[src/rtl/spi_master_arbiter.sv]
// rtl/spi_master_arbiter.sv - two-requester round-robin arbiter in front of an SPI master driver
module spi_master_arbiter #(
  parameter int DATA_W    = 8,
  parameter int START_TMO = 16
) (
  input  logic              clk_i,
  input  logic              rst_i,
  input  logic              req0_i,
  input  logic              req1_i,
  input  logic [DATA_W-1:0] data0_bi,
  input  logic [DATA_W-1:0] data1_bi,
  output logic              ack0_o,
  output logic              ack1_o,
  output logic [DATA_W-1:0] data0_bo,
  output logic [DATA_W-1:0] data1_bo,
  output logic              err_o,
  output logic [1:0]        grant_bo,
  output logic              drv_start_o,
  output logic [DATA_W-1:0] drv_data_bo,
  input  logic              drv_busy_i,
  input  logic [DATA_W-1:0] drv_data_bi
);

  typedef enum logic [1:0] {IDLE, START, XFER, DONE} state_t;

  localparam logic [4:0] TMO_LAST = 5'(START_TMO - 1);

  state_t            state_q, state_d;
  logic              owner_q, owner_d;
  logic              last_q, last_d;
  logic              win;
  logic [4:0]        cnt_q, cnt_d;
  logic [1:0]        grant_q, grant_d;
  logic [1:0]        ack_q, ack_d;
  logic              start_q, start_d;
  logic              err_q, err_d;
  logic [DATA_W-1:0] tx_q, tx_d;
  logic [DATA_W-1:0] rx0_q, rx0_d;
  logic [DATA_W-1:0] rx1_q, rx1_d;

  always_ff @(posedge clk_i or posedge rst_i) begin
    if (rst_i) begin
      state_q <= IDLE;
      owner_q <= 1'b0;
      last_q  <= 1'b1;
      cnt_q   <= '0;
      grant_q <= '0;
      ack_q   <= '0;
      start_q <= 1'b0;
      err_q   <= 1'b0;
      tx_q    <= '0;
      rx0_q   <= '0;
      rx1_q   <= '0;
    end else begin
      state_q <= state_d;
      owner_q <= owner_d;
      last_q  <= last_d;
      cnt_q   <= cnt_d;
      grant_q <= grant_d;
      ack_q   <= ack_d;
      start_q <= start_d;
      err_q   <= err_d;
      tx_q    <= tx_d;
      rx0_q   <= rx0_d;
      rx1_q   <= rx1_d;
    end
  end

  always_comb begin
    state_d = state_q;
    owner_d = owner_q;
    last_d  = last_q;
    cnt_d   = cnt_q;
    grant_d = grant_q;
    start_d = start_q;
    tx_d    = tx_q;
    rx0_d   = rx0_q;
    rx1_d   = rx1_q;
    ack_d   = 2'b00;
    err_d   = 1'b0;
    win     = 1'b0;
    case (state_q)
      IDLE: begin
        // On a tie the requester not served last wins.
        win = (req0_i && req1_i) ? ~last_q : req1_i;
        if ((req0_i || req1_i) && !drv_busy_i) begin
          owner_d = win;
          grant_d = win ? 2'b10 : 2'b01;
          tx_d    = win ? data1_bi : data0_bi;
          cnt_d   = '0;
          start_d = 1'b1;
          state_d = START;
        end
      end
      START: begin
        if (drv_busy_i) begin
          start_d = 1'b0;
          state_d = XFER;
        end else if (cnt_q == TMO_LAST) begin
          start_d = 1'b0;
          ack_d   = owner_q ? 2'b10 : 2'b01;
          err_d   = 1'b1;
          state_d = DONE;
        end else begin
          cnt_d = cnt_q + 5'd1;
        end
      end
      XFER: begin
        if (!drv_busy_i) begin
          ack_d = owner_q ? 2'b10 : 2'b01;
          if (owner_q) rx1_d = drv_data_bi;
          else         rx0_d = drv_data_bi;
          state_d = DONE;
        end
      end
      DONE: begin
        grant_d = 2'b00;
        last_d  = owner_q;
        state_d = IDLE;
      end
      default: state_d = IDLE;
    endcase
  end

  assign ack0_o      = ack_q[0];
  assign ack1_o      = ack_q[1];
  assign err_o       = err_q;
  assign grant_bo    = grant_q;
  assign drv_start_o = start_q;
  assign drv_data_bo = tx_q;
  assign data0_bo    = rx0_q;
  assign data1_bo    = rx1_q;

endmodule

[config.mk]
export PLATFORM = sky130hd
export DESIGN_NAME = spi_master_arbiter
export DESIGN_NICKNAME = d
export VERILOG_FILES = /design/src/rtl/spi_master_arbiter.sv
export SDC_FILE = /design/constraint.sdc
export NUM_CORES = 1
export LEC_CHECK = 0
export ABC_AREA = 1
export CAP_MARGIN = 0
export CORE_MARGIN = 4
export CORE_UTILIZATION = 45
export CTS_BUF_LIST = sky130_fd_sc_hd__clkbuf_8
export DETAILED_ROUTE_END_ITERATION = 6
export PLACE_DENSITY = 0.79
export SLEW_MARGIN = 10
export SYNTH_ARGS = -nofsm -noshare
export SYNTH_HDL_FRONTEND = slang
export SYNTH_SLANG_ARGS = --single-unit
export TNS_END_PERCENT = 30
[constraint.sdc]
create_clock -name clk_i -period 2.24 [get_ports clk_i]
set_input_delay 0.336 -clock clk_i [delete_from_list [all_inputs] [get_ports clk_i]]
set_output_delay 0.336 -clock clk_i [all_outputs]
set_load 0.005 [all_outputs]
## After elaboration in Yosys (flattened, before gate mapping)

Cells that the tools add are included.

| cells by class | value |
|---|---|
| add/sub/neg operators | 1 |
| equal/unequal tests | 9 |
| multiplexer cells | 26 |
| reduce and logical (&&, ||, !) cells | 14 |
| bitwise operators | 3 |

Operators by type and width:

| cell | number |
|---|---|
| $mux 2 | 10 |
| $mux 5 | 3 |
| $reduce_and 3->1 | 4 |
| $pmux 5 s2 | 1 |
| $mux 8 | 1 |
| $ne 2x2->1 const B | 4 |
| $pmux 2 s2 | 2 |
| $pmux 2 s4 | 1 |
| $mux 1 | 7 |
| $add 5x1->5 const B | 1 |
| $eq 5x4->1 const B | 1 |
| $eq 2x2->1 const B | 2 |
| $reduce_and 2->1 | 2 |
| $reduce_and 4->1 | 1 |
| $reduce_bool 2->1 | 2 |
| $ne 3x3->1 const B | 1 |
| $not 1->1 | 3 |
| $eq 2x1->1 const B | 1 |
| $logic_and 1x1->1 | 2 |
| $logic_not 2->1 | 1 |
| $pmux 1 s2 | 1 |
| $logic_not 1->1 | 1 |
| $logic_or 1x1->1 | 1 |

| word-level totals | value |
|---|---|
| bits in registers | 39 |

## Depth between registers and ports, before layout

Gate-level depths: netlist of the first run.

| logic depth | value |
|---|---|
| word-level depth | 5 |
| mapped depth | 10 |

## Least setup slack after synthesis of the first run

OpenSTA, ideal clock, no wires.

| timing | value |
|---|---|
| path kind | register -> register |
| from | register cnt_q[0] |
| to | register cnt_q[2] |
| slack | 734 ps |
| period minus slack after synthesis | 1506 ps |
| stages on the path, launching flop included | 11 |
| arrival | 1380 ps |
| path through | dfrtp_1 -> ha_1 -> nand2_1 -> nor2_1 -> ha_1 -> inv_1 -> nand3_2 -> nand2_1 -> nand2_2 -> nand2_1 -> o21ai_0 |

| on the way | value |
|---|---|
| word-level cells in the longest chain between the ends | 4 |
| elaborated cells between the ends (all ways) | 7 |

RTL lines:

| element | line | source |
|---|---|---|
| from (decl) | 32 | `logic [4:0] cnt_q, cnt_d;` |
| from (signal assigned) | 58 | `cnt_q <= cnt_d;` |
| $add 5x1->5 | 105 | `cnt_d = cnt_q + 5'd1;` |
| $mux 5 | 99 | `end else if (cnt_q == TMO_LAST) begin` |
| $mux 5 | 96 | `if (drv_busy_i) begin` |
| $pmux 5 s2 | 82 | `case (state_q)` |

Parallel ways exist; a longest one is shown, timed or not. The select of a mux whose other input is x is not followed.
A chain may end at the register's enable or synchronous reset.

## Final worst setup path of the first run

| timing | value |
|---|---|
| from | register cnt_q[0] |
| to | register cnt_q[1] |

Same word-level chain as after synthesis.

==> flow_summary.yaml, run 1 <==
sta:
  slew_headroom: 0.664
  hold_viol_final: 0
  setup-tns-final_ns: 0
  setup_viol: 0
  fmax_mhz: 575
  worstMarginPinSlew_ns: 0.502
  fin_skew_ns: 0.00411
  timing.final.crit_share: 0.776
  setup_ws_ns: 0.501
  rsz0062_at_grt: "no"
  holdWs_ns: 0.369
  drv_slew: 0
  period_needed_ns: 1.74
critical_path:
  crit_start: "cnt_q[0]$_DFFE_PP0P_"
  r2r-start: "cnt_q[0]$_DFFE_PP0P_"
  cp_slowest_cell: "dfrtp_1"
  cpPeakStageDelay_ns: 0.43
  cp_data_required_time_ns: 2.40
  arrival_ns: 1.90
  worstSetupPathType: "reg2reg"
  crit_top_cell: "nand2_1"
  crit_buf_inv: 1
  end_kind: "flip-flop"
  start_kind: "flip-flop"
  crit_path_max_fanout: 10
  cp_top_family: "simple AND/OR/NAND/NOR gates"
  crit_chain: "ha_1, nand2_1, nor2_1, ha_1, inv_1, nand3_2, nand2_1, nand2_2, nand2_1, o21ai_0"
pwr:
  switchingPower_mw: 1.01
  p_clk_frac: 0.167
  p_seq_frac: 0.399
  switching_share: 0.339
  power_leakage_nw: 1.17
  vdd_drop_max_mv: 0.647
  p_per_area_nw_per_um2: 1180
  power_frac_comb: 0.434
  p_int_mw: 1.96
logic_synthesis:
  ys_warn_count: 0
  synth-edff-count: 0
  ys_seq_area_frac: 0.550
  synth_flop_cell: "dfrtp_1"
  synthesis.nets: 235
  yosysMostFrequentCell: "nand2_1"
  ys_ff_latch: 39
  synthTopCellsByArea: "dfrtp_1 53%, nand2_1 11%, nand3_1 9.6%"
  async_flop_share: 1.00
  synthCells: 199
  synth_common_cells: "50 x nand2_1, 38 x dfrtp_1, 34 x nand3_1, 24 x o21ai_0, 17 x inv_1"
  synth_top_area_cell: "dfrtp_1"
  synth_cell_types: 22
  avgSynthCellArea_um2: 8.93
  syn_area_um2: 1780
  yosys.area.top_type_share: 0.535
cts:
  clk_pin_slew_worst_paths_ns: 0.07
  post_cts_buffers: 0
  cts-root-buf: "clkbuf_8"
  h-tree-depth: 2
  cts-resized-gates: 0
  cts_hold_buffers: 0
  clock_latency_ns: 0.28
  cts_tree: "built"
  clock_path_buffers: 2
  cts.sinks: 39
  cts_inserted_buffers: 5
drt:
  wl_um: 3930
  routed_via_density: 4.99
  drtIter0Drc: 79
  final_antenna_net_count: 0
  drc: 0
  vias: 1556
  wl_per_cell_um: 12.6
  firstDrtPassIters: 4
die:
  die_w_um: 70.9
  ioPinCount: 59
  die_h_um: 70.9
  die_area_um2: 5020
  fp.coreArea_um2: 3740
  start_util: 0.475
  row_count: 22
finish:
  nFillCells: 327
  postLayoutCellArea_um2: 2510
  area_delta_synth_final_pct: 41.3
  fin_nets: 299
  num_antenna_cells: 0
  drive_above_1_share: 0.0833
placement:
  hpwl_um: 2980
  place_area_um2: 2410
  dp_worst_setup_slack_ns: 0.391
  port_buffers: 58
  routabilityCongestion: 0.851
grt:
  grt_usage: 0.170
  antenna_found_initial: 0
  overflow: 0
  grt_pass1_wl_um: 6820
  grt_max_degree: 20
  grt_pass1_vias: 1550
min_path:
  min_path_type: "in2async"
status:
  run_status: "finished clean"
job:
  drv_cap: 0
-- path summary, 6_finish.rpt --
path	to	slack [ns]	depth (start not counted)
worst min register to register	data0_bo[6]$_DFFE_PP0N_	0.49	2
min in group clk_i	data0_bo[6]$_DFFE_PP0N_	0.49	2
worst max-delay path	cnt_q[1]$_DFFE_PP0P_	0.50	10
worst max register to register	cnt_q[1]$_DFFE_PP0P_	0.50	10
max in group asynchronous	last_q$_DFFE_PP1P_	1.24	3
worst min-delay path	cnt_q[4]$_DFFE_PP0P_	0.37	2
-- metal layers --
layer	track usage	share of wire	up-vias	wire length (um)
li1	-	-	784	-
met1	0.205	0.46	710	1790
met2	0.277	0.45	56	1780
met3	0.0682	0.083	6	326
met4	0.0543	0.0087	0	34
met5	0	0	-	0
-- cell families after synthesis --
family | after synthesis | synth area share
AOI/OAI and AO/OA | 29 | 0.0880
and+or+nand+nor | 100 | 0.257
adders and majority gates | 7 | 0.0493
buffers and inverters | 24 | 0.0563
DFF | 39 | 0.550
-- placed cells by master (no fill, tap or decap), drive strengths merged, types with 2 or more instances in the layout --
cell type      Yosys  final
nor2               4      4
or2                3      3
clkdlybuf4s50      0     58
nor3               2      2
clkbuf             0      7
buf                3      2
o21ai             26     26
nand2             52     52
a21oi              2      2
ha                 7      7
nand4              4      4
inv               20     21
dfrtp             38     38
nand3             35     35
-- area by class of cell --
type | instances | area, um2 | share of cell area
clock buffers | 7 | 96.3 | 0.0383
clock inverters | 1 | 3.75 | 0.00149
inverters | 21 | 78.8 | 0.0314
multi-input cells | 136 | 701 | 0.279
flip-flops and latches | 39 | 977 | 0.389
well taps | 48 | 60.1 | 0.0239
repair buffers | 60 | 596 | 0.237
-- registers in the layout (all words and copies together) (netlist names) --
name         cells
grant_bo         2
err_o            1
owner_q          1
drv_start_o      1
data1_bo         8
cnt_q            5
data0_bo         8
ack_q            2
last_q           1
state_q          2
drv_data_bo      8
-- power by group through the flow --
| stage | Clock (mW) | Sequential, mW | Combinational, mW |
|---|---|---|---|
| final | 0.495 | 1.19 | 1.29 |
| after global routing | 0.548 | 1.22 | 1.46 |
| after CTS | 0.511 | 1.19 | 1.31 |
| after detailed placement | 0 | 1.18 | 1.31 |
| after global placement | 0 | 1.19 | 1.28 |
| after floorplan | 0 | 1.18 | 0.637 |
-- stage by stage --
stage,std cells,utilization,power [mW]
2_1_floorplan,199,-,1.82
3_3_place_gp,304,0.644,2.47
3_5_place_dp,304,0.644,2.50
4_1_cts,312,0.671,3.01
5_1_grt,312,0.671,3.23
6_report,312,0.671,2.97
No activity file was read; power rests on OpenSTA's default activity.
==> run 2, diff against run 1 <==
clock period = 1.8 ns   (was 2.24 ns; I/O delays follow)
==> run 2 against run 1 <==
  * Clock power increased by 26%
  * Non-clock buffer count is 3 higher
  * Global-route usage grew 0.14 points
  * Combinational power up 28%
  * Critical path type unchanged
==> flow_summary.yaml, run 2 (synthesized netlist as in run 1, its figures left out) <==
status:
  run_status: "finished clean"
drt:
  vias: 1567
  routed_via_density: 4.97
  wl_um: 3990
  drc: 0
  firstDrtPassIters: 4
  wl_per_cell_um: 12.7
  drtIter0Drc: 89
  final_antenna_net_count: 0
critical_path:
  start_kind: "flip-flop"
  crit_chain: "inv_1, ha_1, inv_2, nor2_4, nand2_1, o21ai_0"
  end_kind: "flip-flop"
  r2r_slack_ns: 0.18
  arrival_ns: 1.83
  cp_slowest_cell: "dfrtp_1"
  crit_start: "state_q[0]$_DFFE_PP0P_"
  crit_buf_inv: 2
  cpPeakStageDelay_ns: 0.43
  path_depth: 6
  cp_data_required_time_ns: 2.00
  rr_worst_depth: 6
  cp_top_family: "flip-flops"
  r2r-start: "state_q[0]$_DFFE_PP0P_"
  crit_path_max_fanout: 19
  worstSetupPathType: "reg2reg"
  crit_end: "grant_bo[0]$_DFFE_PP0P_"
  reg2reg_to: "grant_bo[0]$_DFFE_PP0P_"
sta:
  slew_headroom: 0.678
  setup_viol: 0
  worstMarginPinSlew_ns: 0.482
  fmax_mhz: 615
  fin_skew_ns: 0.00919
  timing.final.crit_share: 0.903
  drv_slew: 0
  setup-tns-final_ns: 0
  hold_viol_final: 0
  rsz0062_at_grt: "no"
  period_needed_ns: 1.62
grt:
  antenna_found_initial: 0
  grt_pass1_vias: 1550
  grt_max_degree: 40
  grt_pass1_wl_um: 6920
  grt_usage: 0.171
  overflow: 0
job:
  drv_cap: 0
die:
  row_count: 22
  ioPinCount: 59
  die_area_um2: 5020
  start_util: 0.475
  fp.coreArea_um2: 3740
  die_w_um: 70.9
  die_h_um: 70.9
finish:
  mostFrequentLayoutCells: "58 x clkdlybuf4s50_1, 50 x nand2_1, 38 x dfrtp_1"
  num_antenna_cells: 0
  fin_nets: 302
  final_common_cell: "clkdlybuf4s50_1"
  nFillCells: 329
  drive_above_1_share: 0.0936
  fin_util: 0.680
  final_cells: 315
  area_delta_synth_final_pct: 43.3
cts:
  h-tree-depth: 2
  clock_path_buffers: 2
  cts-root-buf: "clkbuf_8"
  cts_hold_buffers: 0
  clock_latency_ns: 0.29
  cts_tree: "built"
  cts-resized-gates: 0
  cts_inserted_buffers: 5
  cts.sinks: 39
  post_cts_buffers: 0
  clk_pin_slew_worst_paths_ns: 0.08
pwr:
  power_leakage_nw: 1.18
  vdd_drop_max_mv: 0.838
  p_per_area_nw_per_um2: 1470
placement:
  placedCellCount: 307
  routabilityCongestion: 0.843
  hpwl_um: 2910
  port_buffers: 58
min_path:
  min_path_type: "in2async"
==> run 2: report_power, final <==
group | switching (mW) | internal (mW) | leakage, nW | total (mW)
logic | 0.769 | 0.883 | 0.631 | 1.65
clock network | 0.282 | 0.344 | 0.0557 | 0.626
registers | 0.226 | 1.24 | 0.498 | 1.47
total | 1.28 | 2.47 | 1.18 | 3.75
==> run 2: worst min-delay path by stage <==
stage | endpoint | slack [ns]
after floorplan | drv_data_bo[0]$_DFFE_PP0P_ | 0.42
after global placement | drv_start_o$_DFFE_PP0P_ | 0.46
after detailed placement | drv_start_o$_DFFE_PP0P_ | 0.46
after CTS | state_q[0]$_DFFE_PP0P_ | 0.33
after global routing | state_q[0]$_DFFE_PP0P_ | 0.36
final | cnt_q[4]$_DFFE_PP0P_ | 0.34
==> run 2: worst reg2reg max path: cells and delay by family, from the launching register on <==
| kind | cells | cell delay [ns] |
|---|---|---|
| DFF | 1 | 0.43 |
| and+or+nand+nor | 2 | 0.43 |
| adders and majority gates | 1 | 0.28 |
| buffers and inverters | 2 | 0.23 |
| AOI/OAI and AO/OA | 1 | 0.18 |
==> run 2: cell type report <==
| class | instances | area (um2) | share of cell area |
|---|---|---|---|
| clock buffer | 7 | 96.3 | 0.0378 |
| tap | 48 | 60.1 | 0.0236 |
| timing repair buffer | 63 | 631 | 0.248 |
| clock inverter | 1 | 3.75 | 0.00147 |
| sequential | 39 | 977 | 0.384 |
| multi-input combinational | 136 | 701 | 0.275 |
| inverter | 21 | 78.8 | 0.0309 |
==> run 2: through the flow <==
step	worst slack (ns)	power (mW)	area (um2)	hold slack, ns
after global placement	0.218	3.11	2450	0.459
final	0.175	3.75	2550	0.338
after global routing	0.0153	4.09	2550	0.361
after floorplan	0.294	2.27	1780	0.418
after CTS	0.170	3.79	2550	0.331
after detailed placement	0.166	3.14	2450	0.462
==> run 2: routing by layer <==
metal  GRT usage  wire (um)  vias up
li1            -          -      787
met1       0.220       1810      719
met4      0.0480         39        0
met5           0          0        -
met2       0.265       1740       57
met3      0.0724        398        4
